$ cat src/rtl/ref_broadcast_sequencer.sv
// ref_broadcast_sequencer
// Walks every reference particle of one home cell and, for each reference,
// sweeps neighbour IDs 1, 2, ... until the external done checker reports that
// the sweep has run past the cell's particle count. The sweep freezes while the
// downstream filters signal back-pressure. A one-cycle cell_done pulse marks
// the end of the cell.
module ref_broadcast_sequencer #(
  parameter int ID_WIDTH = 8
) (
  input  logic                clk,
  input  logic                rst,
  input  logic                start,
  input  logic [ID_WIDTH-1:0] particle_count,
  input  logic                count_valid,
  input  logic                stall,
  input  logic                broadcast_done,
  output logic [ID_WIDTH-1:0] particle_id,
  output logic [ID_WIDTH-1:0] ref_id,
  output logic                rd_en,
  output logic                ref_load,
  output logic                cell_done,
  output logic                busy
);

  localparam logic [1:0] S_IDLE       = 2'd0;
  localparam logic [1:0] S_WAIT_COUNT = 2'd1;
  localparam logic [1:0] S_BROADCAST  = 2'd2;
  localparam logic [1:0] S_DONE       = 2'd3;

  // Both the neighbour and the reference sweeps restart at ID 1.
  localparam logic [ID_WIDTH-1:0] ID_ONE = {{(ID_WIDTH-1){1'b0}}, 1'b1};

  logic [1:0]          state_reg, state_next;
  logic [ID_WIDTH-1:0] count_reg, count_next;
  logic [ID_WIDTH-1:0] particle_id_reg, particle_id_next;
  logic [ID_WIDTH-1:0] ref_id_reg, ref_id_next;
  logic                ref_load_reg, ref_load_next;

  // Next-state and datapath decisions for the cell sweep.
  always_comb begin
    state_next       = state_reg;
    count_next       = count_reg;
    particle_id_next = particle_id_reg;
    ref_id_next      = ref_id_reg;
    ref_load_next    = 1'b0;

    case (state_reg)
      S_IDLE: begin
        if (start) begin
          state_next = S_WAIT_COUNT;
        end
      end

      S_WAIT_COUNT: begin
        // The count is sampled exactly once per cell; later changes on
        // particle_count are ignored until the next start.
        if (count_valid) begin
          count_next = particle_count;
          if (particle_count == '0) begin
            state_next = S_DONE;
          end else begin
            state_next       = S_BROADCAST;
            particle_id_next = ID_ONE;
            ref_id_next      = ID_ONE;
            ref_load_next    = 1'b1;
          end
        end
      end

      S_BROADCAST: begin
        // Done wins over stall: the done cycle never issues a read, so there
        // is nothing to hold back.
        if (broadcast_done) begin
          if (ref_id_reg < count_reg) begin
            ref_id_next      = ref_id_reg + ID_ONE;
            particle_id_next = ID_ONE;
            ref_load_next    = 1'b1;
          end else begin
            state_next = S_DONE;
          end
        end else if (!stall) begin
          particle_id_next = particle_id_reg + ID_ONE;
        end
      end

      S_DONE: begin
        state_next = S_IDLE;
      end

      default: begin
        state_next = S_IDLE;
      end
    endcase
  end

  // State registers; reset abandons any partially swept cell.
  always_ff @(posedge clk or posedge rst) begin
    if (rst) begin
      state_reg       <= S_IDLE;
      count_reg       <= '0;
      particle_id_reg <= '0;
      ref_id_reg      <= '0;
      ref_load_reg    <= 1'b0;
    end else begin
      state_reg       <= state_next;
      count_reg       <= count_next;
      particle_id_reg <= particle_id_next;
      ref_id_reg      <= ref_id_next;
      ref_load_reg    <= ref_load_next;
    end
  end

  assign particle_id = particle_id_reg;
  assign ref_id      = ref_id_reg;
  assign ref_load    = ref_load_reg;
  assign cell_done   = (state_reg == S_DONE);
  assign busy        = (state_reg != S_IDLE);
  // Read strobe follows the live stall/done inputs so a stalled ID is
  // reissued on the first free cycle without extra latency.
  assign rd_en       = (state_reg == S_BROADCAST) && !stall && !broadcast_done;

endmodule

$ cat config.mk
export PLATFORM = sky130hd
export DESIGN_NAME = ref_broadcast_sequencer
export DESIGN_NICKNAME = d
export VERILOG_FILES = /design/src/rtl/ref_broadcast_sequencer.sv
export SDC_FILE = /design/constraint.sdc
export NUM_CORES = 1
export LEC_CHECK = 0
export CELL_PAD_IN_SITES_DETAIL_PLACEMENT = 1
export CELL_PAD_IN_SITES_GLOBAL_PLACEMENT = 1
export CORE_UTILIZATION = 37
export DETAILED_ROUTE_END_ITERATION = 8
export PLACE_DENSITY = 0.87
export SLEW_MARGIN = 30
export SYNTH_ARGS = -nofsm -noshare
export SYNTH_HDL_FRONTEND = slang
export SYNTH_SLANG_ARGS = --single-unit
$ cat constraint.sdc
create_clock -name clk -period 2.35 [get_ports clk]
set_clock_uncertainty 0.15 [all_clocks]
set_input_delay 0.235 -clock clk [delete_from_list [all_inputs] [get_ports clk]]
set_output_delay 0.235 -clock clk [all_outputs]
set_load 0.05 [all_outputs]
After elaboration in Yosys (flattened, before gate mapping)
Cells that the tools add are included.
{ "word_totals": {"inputBits": 14, "ff_bits": 27, "out_inout_bits": 20, "word_cells": 51} }
{ "op_classes": {"n_reduce_logical": 12, "n_eq_ne": 11, "magnitude_cmp": 1, "muxes": 20, "n_addsub": 2} }
{ "ops": {"columns": ["op", "count"], "rows": [
  ["8-bit two-way mux", 7],
  ["8-bit case mux with 2 select lines", 2],
  ["8-bit by 1-bit adder with 8-bit output, second input constant", 2],
  ["2-bit != test, second input constant", 6],
  ["5-bit AND reduction", 2],
  ["8-bit zero test", 1],
  ["8-bit < comparator", 1],
  ["2-bit two-way mux", 4],
  ["2-bit case mux with 4 select lines", 1],
  ["3-bit != test, second input constant", 2],
  ["1-bit two-way mux", 5],
  ["2-bit == test, second input constant", 2],
  ["4-bit AND reduction", 1],
  ["2-bit nonzero test", 2],
  ["2-bit by 1-bit == test with 1-bit output, second input constant", 1],
  ["1-bit logical AND", 2],
  ["1-bit zero test", 2],
  ["2-bit zero test", 1],
  ["1-bit case mux with 2 select lines", 1],
  ["2-bit AND reduction", 1]
]} }

Longest topological paths before layout
{ "logic_depth": {"depth_word": 4, "ltp_mapped": 8, "ltp_nobuf": 7} }

Least setup slack after synthesis
OpenSTA, ideal clock, no wires.
{ "synth_path": {"kind": "reg2reg", "start": "register ref_id_reg[5], in the netlist ref_id[5]", "end": "register state_reg[1]", "path_stages_with_launch": 7, "setup_slack_ps": -128, "synth_period_minus_slack_ps": 2478, "t_required_ps": 2072, "arrival_ps": 2201, "setup_ps": 128, "n_path_buf": 0, "path_cell_list": "dfrtp_1 -> ha_1 -> a21oi_1 -> o21ai_1 -> nand2_1 -> a31oi_1 -> mux2_1"} }
{ "synth_between": {"elab_chain_len": 3} }
{ "synth_rtl": {"columns": ["element", "line", "text"], "rows": [
  ["start: declaration", "36", "logic [ID_WIDTH-1:0] ref_id_reg, ref_id_next;"],
  ["start signal: assignment", "108", "ref_id_reg <= ref_id_next;"],
  ["8-bit < comparator", "74", "if (ref_id_reg < count_reg) begin"],
  ["2-bit != test (no line)", null, null],
  ["4-bit AND reduction (no line)", null, null],
  ["end signal: assignment", "105", "state_reg <= state_next;"],
  ["end: declaration", "33", "logic [1:0] state_reg, state_next;"]
]} }
No other way between the ends.
A chain may end at the register's enable or synchronous reset.

Worst setup path after layout
{ "layout_path": {"start": "register ref_id_reg[1], in the netlist ref_id[1]", "end": "register particle_id_reg[2], in the netlist particle_id[2]"} }
{ "layout_between": {"elab_chain_len": 3} }
{ "layout_rtl": {"columns": ["element", "line", "text"], "rows": [
  ["8-bit < comparator", "74", null],
  ["3-bit != test (no line)", null, null],
  ["5-bit AND reduction (no line)", null, null],
  ["end signal: assignment", "107", "particle_id_reg <= particle_id_next;"],
  ["end: declaration", "35", "logic [ID_WIDTH-1:0] particle_id_reg, particle_id_next;"]
]} }
No other way between the ends.

==> results.txt <==
Outcome -> finished clean
Vias per cell -> 5.51
Clock tree buffer depth -> 2
Post-Syn Area -> 0.00190 mm²
Final Instance Count excl. Fillers -> 289
Residual DRC count -> 0
Crit Path Class -> reg2reg
Slew headroom -> 0.656
Yosys warns -> 0
Final hold violations -> 0
Hold_ws -> 168 ps
Die X -> 73.7 µm
Pin count of the biggest net entering global routing -> 28
Tightest Pin Transition -> 515 ps
Reg-to-reg setup timing slack -> 50 ps
Post-cts sizing count -> 0
CTS tree -> built
Post-layout util -> 0.501
Worst Setup SP -> ref_id[1]$_DFFE_PP0P_
Post-DP HPWL -> 3.76 mm
Power Dens Cells -> 1190 mW/mm²
Register Area -> 681 µm²
Hold Path Class -> in2async
Max Transition Viols Final -> 0
Setup TNS -> 0 ps
Gate Count Post-Synth -> 181
Top-count cell post-synth -> dfrtp_1
Antenna-violating nets left -> 0
Critical path destination -> particle_id[2]$_DFFE_PP0P_
Worst-Skew Late Latency -> 280 ps
#FFs+latches synth -> 27
Wire per inst -> 17.4 µm
Cts bufs inserted -> 3
Worst-path clk slew -> 100 ps
# nets final -> 251
Commonest cells in the netlist -> dfrtp_1, nand2_1, ha_1, inv_1, mux2_2
Global-route usage over all layers -> 0.198
Worst Path Arrival -> 2320 ps
Fillers -> 538
Avg Cell Area, Syn -> 10.5 µm²
Share of cells above drive strength 1 -> 0.221
Grt total ovfl -> 0
Max-cap check violation count -> 0
Via count -> 1592
Initial DRC Count -> 106
Vias in the first global route -> 1651
Area growth from synthesis to layout -> 27.6%
CTS Root Cell -> clkbuf_8
Global-route wire length before repair -> 8.16 mm
Antenna cells -> 0
Period utilisation layout -> 0.979
Starting Density -> 0.392
Critical path required time -> 2370 ps
Peak VDD IR -> 0.880 mV
Top_reg_cell synth -> dfrtp_1
Setup bufs post-CTS -> 0
Syn nets -> 209
CTS Hold Bufs -> 0
RePlAce Congestion -> 0.722
Largest area contributor in the netlist -> dfrtp_1
H-tree depth -> 1
Crit end category -> flip-flop
Fmax -> 435 MHz
Core box area -> 0.00485 mm²
Die footprint -> 0.00543 mm²
Clk sink count -> 27
Ports -> 34
Final Setup Violations -> 0
R2R depth -> 6
Synth top area share -> 0.355
Total power -> 2.88 mW
Area of the multi-input gates -> 0.00115 mm²
Post-synth EDFFs -> 0
Critical-path maximum fanout -> 7
Die height -> 73.7 µm
Post-Route WL -> 5.03 mm
Asr flop ratio synth -> 1.00
Critical R2R Capture -> particle_id[2]$_DFFE_PP0P_
Synth area leaders -> dfrtp_1, ha_1, mux2_2, mux2_4, nand2_1
Antenna violations before repair -> 0
Leak pwr -> 1.07 nW
Cell variety after synth -> 56
Crit start category -> flip-flop
Post-layout min period -> 2300 ps
Sequential-to-total area share from yosys stat -> 0.355
Placed Cells incl. Taps -> 285
Drt pass-1 iters -> 4
PortBufs -> 33
Num rows -> 25
RR Startpoint -> ref_id[1]$_DFFE_PP0P_
cell type report:
type                    instances  area share
multi-input cells             134       0.474
flip-flops and latches         27       0.280
repair buffers                 43       0.171
well taps                      67      0.0345
inverters                      14      0.0216
clock buffers                   4      0.0186
critical path: stages (launching register included):
cell	delay (ps)
dfrtp_1	450
ha_1	310
a2111o_1	490
nand3_2	150
buf_4	160
o211ai_1	110
a311o_1	360
worst min-delay path by stage:
stage                                          end                startpoint  depth (start not counted)
after floorplan           count_reg[0]$_DFFE_PP0P_                       rst                          1
after global placement    count_reg[1]$_DFFE_PP0P_  count_reg[1]$_DFFE_PP0P_                          1
after detailed placement  count_reg[2]$_DFFE_PP0P_  count_reg[2]$_DFFE_PP0P_                          1
after CTS                 count_reg[7]$_DFFE_PP0P_                       rst                          3
after global routing      count_reg[1]$_DFFE_PP0P_                       rst                          3
final                     count_reg[7]$_DFFE_PP0P_                       rst                          3
routing by layer:
layer  up-vias  global-route usage  part of all wire
met1       797               0.249              0.44
met4         0              0.0491             0.011
met5         -                   0                 0
li1        759                   -                 -
met3         6              0.0288             0.025
met2        30               0.353              0.52
placed cells by master, fill, tap and decap left out, types with 3 or more instances in the layout:
| master | synthesis | final |
|---|---|---|
| and4_1 | 3 | 3 |
| nand3_1 | 4 | 4 |
| nor4b_1 | 4 | 4 |
| dfrtp_1 | 27 | 23 |
| mux2_2 | 8 | 8 |
| nand2_1 | 16 | 16 |
| mux2_4 | 5 | 5 |
| a21oi_1 | 4 | 4 |
| buf_4 | 2 | 10 |
| clkdlybuf4s50_1 | 0 | 32 |
| o211ai_1 | 5 | 5 |
| o21ai_0 | 4 | 4 |
| dfrtp_2 | 0 | 4 |
| clkbuf_8 | 0 | 3 |
| a31o_1 | 5 | 5 |
| ha_1 | 14 | 14 |
| and3_1 | 4 | 4 |
| nand2b_1 | 3 | 3 |
| nor2_1 | 6 | 6 |
| inv_1 | 14 | 14 |
kinds of logic (layout without fill, tap and decap cells):
logic type / count (synthesis) / in the layout / share of synthesized area
compound gates: 47 / 47 / 0.216
flops: 27 / 27 / 0.355
simple gates: 57 / 57 / 0.184
mux: 16 / 16 / 0.103
fa+ha+maj: 14 / 14 / 0.0921
buf+inv: 20 / 61 / 0.0487
where the power goes:
group / total (mW) / internal [mW] / switching, mW / leakage, nW
clock: 0.277 / 0.122 / 0.155 / 0.0228
combinational: 1.85 / 0.711 / 1.13 / 0.711
sequential: 0.756 / 0.626 / 0.131 / 0.336
stage by stage:
step                      area (µm²)  setup WS [ps]
final                           2430           49.3
after CTS                       2410           83.8
after global routing            2430          -3.34
after global placement          2370           46.4
after floorplan                 1910           6.63
after detailed placement        2370          -38.8
Note: power is estimated with default switching activity, not from simulation.
